===== config.mk =====
export PLATFORM = sky130hd
export DESIGN_NAME = mem_access_unit
export DESIGN_NICKNAME = d
export VERILOG_FILES = /design/src/rtl/mem_pkg.sv /design/src/rtl/load_extend.sv /design/src/rtl/mem_access_unit.sv
export SDC_FILE = /design/constraint.sdc
export NUM_CORES = 1
export LEC_CHECK = 0
export ABC_AREA = 1
export CORE_MARGIN = 3
export CORE_UTILIZATION = 42
export CTS_CLUSTER_DIAMETER = 60
export DETAILED_ROUTE_END_ITERATION = 8
export HOLD_SLACK_MARGIN = 0.15
export PLACE_DENSITY_LB_ADDON = 0.3
export SETUP_SLACK_MARGIN = 0.3
export SLEW_MARGIN = 5
export SYNTH_ARGS = -nofsm -noshare
export SYNTH_HDL_FRONTEND = slang
export SYNTH_SLANG_ARGS = --single-unit
export TNS_END_PERCENT = 20

===== constraint.sdc =====
create_clock -name clk -period 5 [get_ports clk]
set_clock_uncertainty 0.2 [all_clocks]
set_input_delay 1.5 -clock clk [delete_from_list [all_inputs] [get_ports clk]]
set_output_delay 1.5 -clock clk [all_outputs]
set_load 0.01 [all_outputs]

===== src/rtl/mem_pkg.sv =====
// Shared definitions for the load/store unit: funct3 codes, FSM states,
// byte-enable patterns and the request decode helpers.
package mem_pkg;

  localparam logic [2:0] F3_B  = 3'b000;
  localparam logic [2:0] F3_H  = 3'b001;
  localparam logic [2:0] F3_W  = 3'b010;
  localparam logic [2:0] F3_BU = 3'b100;
  localparam logic [2:0] F3_HU = 3'b101;

  localparam logic [3:0] BE_WORD    = 4'b1111;
  localparam logic [3:0] BE_HALF_LO = 4'b0011;
  localparam logic [3:0] BE_HALF_HI = 4'b1100;

  typedef enum logic [1:0] {
    S_IDLE   = 2'd0,
    S_ACCESS = 2'd1,
    S_DONE   = 2'd2
  } state_e;

  // Stores only support the signed width codes; loads add the unsigned ones.
  function automatic logic f3_legal(input logic we, input logic [2:0] f3);
    logic ok;
    case (f3)
      F3_B, F3_H, F3_W: ok = 1'b1;
      F3_BU, F3_HU:     ok = ~we;
      default:          ok = 1'b0;
    endcase
    return ok;
  endfunction

  // Bits [1:0] of funct3 encode the access size for every legal code.
  function automatic logic misaligned(input logic [2:0] f3, input logic [1:0] off);
    return ((f3[1:0] == 2'b01) && off[0]) || ((f3[1:0] == 2'b10) && (off != 2'b00));
  endfunction

  function automatic logic [3:0] be_gen(input logic we, input logic [2:0] f3,
                                        input logic [1:0] off);
    logic [3:0] be;
    be = BE_WORD;
    if (we && f3 == F3_B) be = 4'b0001 << off;
    else if (we && f3 == F3_H) be = off[1] ? BE_HALF_HI : BE_HALF_LO;
    return be;
  endfunction

  function automatic logic [31:0] wdata_gen(input logic [2:0] f3, input logic [31:0] d);
    logic [31:0] w;
    case (f3)
      F3_B:    w = {4{d[7:0]}};
      F3_H:    w = {2{d[15:0]}};
      default: w = d;
    endcase
    return w;
  endfunction

endpackage


===== src/rtl/load_extend.sv =====
// Lane select and sign/zero extension of a memory word for a load.
// Purely combinational so the single-cycle dmem path can share it.
module load_extend
  import mem_pkg::*;
(
  input  logic [31:0] word,
  input  logic [1:0]  off,
  input  logic [2:0]  funct3,
  output logic [31:0] data
);

  logic [7:0]  lane_b;
  logic [15:0] lane_h;

  always_comb begin
    case (off)
      2'd0:    lane_b = word[7:0];
      2'd1:    lane_b = word[15:8];
      2'd2:    lane_b = word[23:16];
      default: lane_b = word[31:24];
    endcase
    lane_h = off[1] ? word[31:16] : word[15:0];
    case (funct3)
      F3_B:    data = {{24{lane_b[7]}}, lane_b};
      F3_BU:   data = {24'd0, lane_b};
      F3_H:    data = {{16{lane_h[15]}}, lane_h};
      F3_HU:   data = {16'd0, lane_h};
      default: data = word;
    endcase
  end

endmodule


===== src/rtl/mem_access_unit.sv =====
// Load/store unit between the MEM stage and a variable-latency data memory:
// decode/alignment check, byte enables, req/ready handshake with timeout.
module mem_access_unit
  import mem_pkg::*;
#(
  parameter int TIMEOUT = 255,
  parameter int CNT_W   = 16
) (
  input  logic        clk,
  input  logic        reset,
  input  logic        req_valid,
  input  logic        req_we,
  input  logic [2:0]  req_funct3,
  input  logic [31:0] req_addr,
  input  logic [31:0] req_wdata,
  output logic        stall,
  output logic        rsp_valid,
  output logic [31:0] rsp_rdata,
  output logic        rsp_err,
  output logic        mem_req,
  output logic        mem_we,
  output logic [31:0] mem_addr,
  output logic [31:0] mem_wdata,
  output logic [3:0]  mem_be,
  input  logic        mem_ready,
  input  logic [31:0] mem_rdata,
  output state_e      dbg_state
);

  // Memory handshake: mem_req rises on entry to ACCESS and every mem_* output
  // holds until the cycle mem_ready is sampled high (or the timeout fires);
  // mem_ready is ignored in every other state.

  state_e      state_q, state_d;
  logic [CNT_W-1:0] cnt_q, cnt_d;
  logic        rsp_valid_q, rsp_valid_d;
  logic [31:0] rsp_rdata_q, rsp_rdata_d;
  logic        rsp_err_q, rsp_err_d;
  logic        mem_req_q, mem_req_d;
  logic        mem_we_q, mem_we_d;
  logic [31:0] mem_addr_q, mem_addr_d;
  logic [31:0] mem_wdata_q, mem_wdata_d;
  logic [3:0]  mem_be_q, mem_be_d;
  logic [1:0]  off_q, off_d;
  logic [2:0]  f3_q, f3_d;
  logic [31:0] load_data;

  load_extend u_load_extend (
    .word   (mem_rdata),
    .off    (off_q),
    .funct3 (f3_q),
    .data   (load_data)
  );

  always_comb begin
    state_d     = state_q;
    cnt_d       = cnt_q;
    rsp_valid_d = 1'b0;
    rsp_rdata_d = rsp_rdata_q;
    rsp_err_d   = rsp_err_q;
    mem_req_d   = mem_req_q;
    mem_we_d    = mem_we_q;
    mem_addr_d  = mem_addr_q;
    mem_wdata_d = mem_wdata_q;
    mem_be_d    = mem_be_q;
    off_d       = off_q;
    f3_d        = f3_q;
    case (state_q)
      S_IDLE: begin
        cnt_d       = '0;
        rsp_rdata_d = '0;
        rsp_err_d   = 1'b0;
        if (req_valid) begin
          if (!f3_legal(req_we, req_funct3) || misaligned(req_funct3, req_addr[1:0])) begin
            state_d     = S_DONE;
            rsp_valid_d = 1'b1;
            rsp_err_d   = 1'b1;
          end else begin
            state_d     = S_ACCESS;
            mem_req_d   = 1'b1;
            mem_we_d    = req_we;
            mem_addr_d  = {req_addr[31:2], 2'b00};
            mem_be_d    = be_gen(req_we, req_funct3, req_addr[1:0]);
            mem_wdata_d = req_we ? wdata_gen(req_funct3, req_wdata) : 32'd0;
            off_d       = req_addr[1:0];
            f3_d        = req_funct3;
          end
        end
      end
      S_ACCESS: begin
        cnt_d = cnt_q + 1'b1;
        // A ready arriving in the timeout cycle still completes normally.
        if (mem_ready) begin
          state_d     = S_DONE;
          mem_req_d   = 1'b0;
          rsp_valid_d = 1'b1;
          rsp_err_d   = 1'b0;
          rsp_rdata_d = mem_we_q ? 32'd0 : load_data;
        end else if (cnt_q == CNT_W'(TIMEOUT - 1)) begin
          state_d     = S_DONE;
          mem_req_d   = 1'b0;
          rsp_valid_d = 1'b1;
          rsp_err_d   = 1'b1;
          rsp_rdata_d = '0;
        end
      end
      default: begin
        state_d     = S_IDLE;
        cnt_d       = '0;
        rsp_rdata_d = '0;
        rsp_err_d   = 1'b0;
      end
    endcase
  end

  always_ff @(posedge clk or posedge reset) begin
    if (reset) begin
      state_q     <= S_IDLE;
      cnt_q       <= '0;
      rsp_valid_q <= 1'b0;
      rsp_rdata_q <= '0;
      rsp_err_q   <= 1'b0;
      mem_req_q   <= 1'b0;
      mem_we_q    <= 1'b0;
      mem_addr_q  <= '0;
      mem_wdata_q <= '0;
      mem_be_q    <= '0;
      off_q       <= '0;
      f3_q        <= '0;
    end else begin
      state_q     <= state_d;
      cnt_q       <= cnt_d;
      rsp_valid_q <= rsp_valid_d;
      rsp_rdata_q <= rsp_rdata_d;
      rsp_err_q   <= rsp_err_d;
      mem_req_q   <= mem_req_d;
      mem_we_q    <= mem_we_d;
      mem_addr_q  <= mem_addr_d;
      mem_wdata_q <= mem_wdata_d;
      mem_be_q    <= mem_be_d;
      off_q       <= off_d;
      f3_q        <= f3_d;
    end
  end

  assign stall     = req_valid & (state_q != S_DONE);
  assign rsp_valid = rsp_valid_q;
  assign rsp_rdata = rsp_rdata_q;
  assign rsp_err   = rsp_err_q;
  assign mem_req   = mem_req_q;
  assign mem_we    = mem_we_q;
  assign mem_addr  = mem_addr_q;
  assign mem_wdata = mem_wdata_q;
  assign mem_be    = mem_be_q;
  assign dbg_state = state_q;

endmodule


=== After elaboration in Yosys (flattened, before gate mapping) ===
Index checks and enable logic that the tools add are counted.

* Register bits after elaboration: 125
* Word-level logic and storage cells: 86
* Output and inout bits: 107
* Bits of input ports: 104

* Shifts and indexed selects: 1
* Reduce and logical (&&, ||, !) cells: 18
* $add $sub $neg: 1
* Mux-type cells: 34
* Equal/unequal tests: 17
* Bitwise operators: 3

{| class="wikitable"
|+ Operator list
! cell !! number
|-
| $mux W32 || 5
|-
| $pmux W32 S4 || 1
|-
| $pmux W32 S2 || 1
|-
| $mux W16 || 2
|-
| $pmux W8 S3 || 1
|-
| $add A16 B1 Y16 const B || 1
|-
| $eq A16 B8 Y1 const B || 1
|-
| $eq A3 B3 Y1 const B || 4
|-
| $mux W1 || 12
|-
| $mux W4 || 3
|-
| $mux W2 || 4
|-
| $pmux W1 S2 || 4
|-
| $eq A2 B1 Y1 const B || 3
|-
| $eq A3 B1 Y1 const B || 2
|-
| $logic_not A3 Y1 || 2
|-
| $ne A2 B2 Y1 const B || 3
|-
| $eq A2 B2 Y1 const B || 2
|-
| $logic_and A1 B1 Y1 || 4
|-
| $logic_not A2 Y1 || 2
|-
| $pmux W2 S2 || 1
|-
| $reduce_and A4 Y1 || 1
|-
| $reduce_bool A2 Y1 || 2
|-
| $shl A1 B2 Y4 const A || 1
|-
| $eq A3 B2 Y1 const B || 1
|-
| 9 further kinds || 11
|}

=== Logic depth before layout (Yosys ltp) ===
* Depth in word-level cells: 10
* Mapped depth: 12

=== Hierarchy ===
From an unflattened synthesis, not the netlist that was laid out.

* Cells, all modules: 810
* Area, all modules: 6299.8 um2

{| class="wikitable"
|+ Modules (own cells, without submodules)
! module !! instances !! area an instance (um2) !! cells an instance !! sequential area each (um2)
|-
| mem_access_unit || 1 || 5403.9 || 618 || 3128.0
|-
| load_extend || 1 || 895.9 || 192 || 0.0
|}

=== Least setup slack after synthesis ===
Ideal clock, no wire load.

* Kind: input -> output
* Start point: in req_valid
* End point: out stall
* Stages on the path: 2
* Buffers on the path: 0
* Data required time: 3.300 ns
* Slack: 1.576 ns
* Arrival: 1.724 ns
* Cell sequence: inv_1 nor2_1

* Word-level cells in the longest chain between the ends: 1

{| class="wikitable"
|+ Ends and longest elaborated chain
! what !! line !! text
|-
| from (decl) || mem_access_unit.sv:11 || <nowiki>input logic req_valid,</nowiki>
|-
| $and A1 B1 Y1 || mem_access_unit.sv:146 || <nowiki>assign stall = req_valid & (state_q != S_DONE);</nowiki>
|-
| to (decl) || mem_access_unit.sv:16 || <nowiki>output logic stall,</nowiki>
|}

No other way between the ends.

=== Worst setup path after layout ===
Same ends and word-level chain as after synthesis.

==> results.md <==
STA:
- In the post-route analysis, the smallest setup slack over all paths is 0.652 ns.
- The highest achievable clock rate is 0.230 GHz.
- Setup repair after global routing left no endpoint under its margin.
- At the pin with the least slew margin, the transition time is 0.913 ns.
- For the final routed database, the setup TNS stands at 0 ns.
- The headroom to the max-slew limit is between 30 and 40%.
- The worst-case hold slack is 0.272 ns.
- The final max-slew violation count came to 0.
- The clock period could shrink to 4.35 ns.
- The count of endpoints failing hold in the final timing report is 0.
- The count of endpoints failing setup in the final report is 0.
- The final cycle utilization of the critical path is 87.0%.

Cells and area:
- Once layout is complete, the cells apart from fillers number 1218.
- In the layout the commonest cells are 321 x sky130_fd_sc_hd__nand2_1, 208 x sky130_fd_sc_hd__clkdlybuf4s50_1, 125 x sky130_fd_sc_hd__dfrtp_1.
- In the final design database the tool counted about 1.1k nets.
- Leaving out fill and tap cells, the most frequent cell in the layout is sky130_fd_sc_hd__nand2_1.
- 0 antenna diodes ended up in the layout.
- The post-layout instance area is 9040 um2.
- From synthesis to final layout, the design area changed by 45.3%.
- Cells with a size suffix above 1 make up under 10% of the layout.

Die:
- 211 I/O pins were placed.
- The floorplan step set the die height to about 130 um.
- The starting density of the core is 43.8%.
- The die covers 16300 um2.
- In this run the horizontal extent of the chip is 128 um.
- The initialized floorplan defines 43 standard-cell rows.
- The area of the core region is 14200 um2.

Clock network:
- The number of gates resized after CTS was 0.
- The clock tree synthesis step divided the H-tree into 4 levels.
- The number of clock buffers added by TritonCTS is 17.
- The post-CTS clock slew at the launch and capture registers of the worst setup and hold paths is around 0.060 ns.
- The largest buffer count on any clock path is 2.
- The master cell of the clock root buffer is sky130_fd_sc_hd__clkbuf_16.
- The number of sinks driven by the clock tree is 125.
- TritonCTS built the clock tree.
- After clock tree synthesis, the flow added hold-fix buffers numbering 0.
- The insertion delay of the later-clocked pin in the worst-skew pair is 0.41 ns.
- The number of setup buffers added after CTS is 0.

Power and ir drop:
- In this run the power density over the cells is 508 nW/um2.
- The total leakage power is 4.33 nW.
- Across the VDD grid, the largest voltage drop is 0.377 mV.

Global routing:
- The initial antenna violation count is 0.
- The number of global-route vias before repair is 5887.
- The total global routing overflow is 0.
- Global routing used 22.4% of the available tracks across all layers.
- The global-route wire length before repair is 29.3 mm.
- The pin count of the biggest net entering global routing is 64.

Detailed routing:
- Using the TritonRoute via totals, the vias-per-cell ratio works out to 5.02.
- The detailed-route wire length is 18.0 mm.
- The detailed router placed 6115 vias in this run.
- The violation count after the first detailed-routing iteration is about 570.
- The number of nets with antenna violations after detailed routing is 0.
- In the final routing, the length of wire on met1 measures 7.47 mm.
- The detailed-router iteration count before antenna repair is 8.
- After detailed routing, the met2 layer carries 8.33 mm of wire.
- After detailed routing, the number of remaining DRC violations is 0.
- The detailed-routed wire length on met3 is 1.67 mm.
- The highest metal layer with signal wires is met4.
- In the final routed layout, each cell accounts on average for roughly 15 um.

Synth:
- The synthesized netlist devotes 12.1% of its cell area to compound gates.
- By area the synthesized netlist is led by sky130_fd_sc_hd__dfrtp_1 50%, sky130_fd_sc_hd__nand2_1 19%, sky130_fd_sc_hd__o21ai_0 6.9%, sky130_fd_sc_hd__nor2_1 3.9%, sky130_fd_sc_hd__inv_1 3.5%.
- The combined area of all synthesized cells is between 6000 and 7000 um2.
- In this run the biggest area consumer among cell types represents 50.2% of the synthesized area.
- The mux cell area share after synthesis is 0%.
- The mean cell area of the mapped netlist is about 7.5 um2.
- In the synthesized netlist, the number of instances is about 830.
- Synthesis inferred about 130 register bits.
- Summing the areas of all and, or, nand and nor instances in the mapped netlist gives 30.0% of the synthesized area.
- The fraction of the mapped netlist area in adder cells is less than 1%.
- The count of warnings emitted by yosys is 0.
- The largest total area in the synthesized netlist belongs to sky130_fd_sc_hd__dfrtp_1.
- Summing the sequential cell areas from Yosys gives between 50% and 60% of the chip area.
- Summing the areas of all xor and xnor instances in the mapped netlist gives 0% of the synthesized area.
- After synthesis, the largest family of logic cells by area is simple AND/OR/NAND/NOR gates.
- The count of cell types in the netlist is 29.

Setup path:
- Of all nets on the critical path, the largest fanout is 3.
- The category of the worst setup path capture point is an output pin.
- The class of the most critical setup path is input pin to output pin.
- The register-to-register setup slack is 2.43 ns.
- STA puts the critical path data required time at 3.30 ns.
- The signal arrival time at the worst endpoint is 2.65 ns.
- STA classifies the critical path startpoint as an input pin.

Place:
- Summing all placed instances gives a cell area of 8430 um2.
- The cell count after placement is 1186.
- The count of buffers added on input and output ports is 208.
- Routability-driven placement finished with a final weighted congestion of around 0.91.
- The HPWL after detailed placement is 12.9 mm.
- At the placement stage, the worst setup path has a slack of around 0.64 ns.

Worst hold path:
- The class of the tightest hold or removal check is register to register.

Job:
- The count of maximum capacitance violations is 0.

Status:
- The run finished with clean final reports.
==> report_power, final <==
group          switching, W  internal, W
combinational      0.000901     0.000850
sequential         0.000248      0.00131
clock              0.000444     0.000842
total               0.00159      0.00300
==> cell type report <==
| type | count | area, um2 |
|---|---|---|
| Tap cell | 180 | 225 |
| Clock buffer | 20 | 447 |
| Sequential cell | 125 | 3130 |
| Fill cell | 1262 | 5160 |
| Clock inverter | 12 | 169 |
| Inverter | 68 | 259 |
| Timing Repair Buffer | 213 | 2160 |
| Multi-Input combinational cell | 600 | 2660 |
==> cell usage after synthesis (all sizes together) <==
library cell,instances
a21oi,38
buf,22
clkbuf,14
clkinv,1
conb,1
dfrtp,125
ha,2
inv,67
nand2,324
nand3,52
nand4,1
nor2,68
nor3,2
o211ai,2
o21a,2
o21ai,105
o21bai,1
or2,1
==> per-layer routing <==
metal	vias up	global-route usage, %
li1	3009	-
met1	2822	28.1
met2	242	35.0
met3	42	8.50
met4	0	9.05
met5	-	0
==> through the flow <==
step / total power (W) / utilization (%)
after global placement: 0.00330 / 59.3
final: 0.00460 / 63.7
after floorplan: 0.00246 / -
after detailed placement: 0.00332 / 59.3
after CTS: 0.00464 / 63.7
after global routing: 0.00490 / 63.7
==> state kept, by name, indices dropped and copies added, names as in the netlist <==
signal,flops
f3_q,3
rsp_rdata,32
mem_addr,30
mem_we,1
mem_wdata,32
rsp_err,1
dbg_state,2
rsp_valid,1
cnt_q,16
mem_req,1
off_q,2
mem_be,4
==> path summary, 6_finish.rpt <==
check / start / to / cells after the start
worst max-delay path: req_valid / stall / 4
worst min register to register: rsp_rdata[17]$_DFFE_PP0P_ / rsp_rdata[17]$_DFFE_PP0P_ / 2
max in group asynchronous: reset / mem_wdata[22]$_DFFE_PP0P_ / 3
min in group asynchronous: reset / cnt_q[4]$_DFF_PP0_ / 2
worst min-delay path: rsp_rdata[17]$_DFFE_PP0P_ / rsp_rdata[17]$_DFFE_PP0P_ / 2
worst max register to register: f3_q[1]$_DFFE_PP0P_ / rsp_rdata[23]$_DFFE_PP0P_ / 7
==> kinds of logic (layout without fill, tap and decap cells) <==
family,count (synthesis),after routing
other,1,2
DFF,125,125
adders and majority gates,2,2
buffers and inverters,104,313
AOI/OAI and AO/OA,148,148
and+or+nand+nor,448,448
==> critical path, stage by stage <==
cell                              delay, ns
sky130_fd_sc_hd__clkdlybuf4s50_1       0.46
sky130_fd_sc_hd__inv_1                 0.06
sky130_fd_sc_hd__nor2_1                0.10
sky130_fd_sc_hd__clkdlybuf4s50_1       0.54
(Power assumes the default switching activity.)
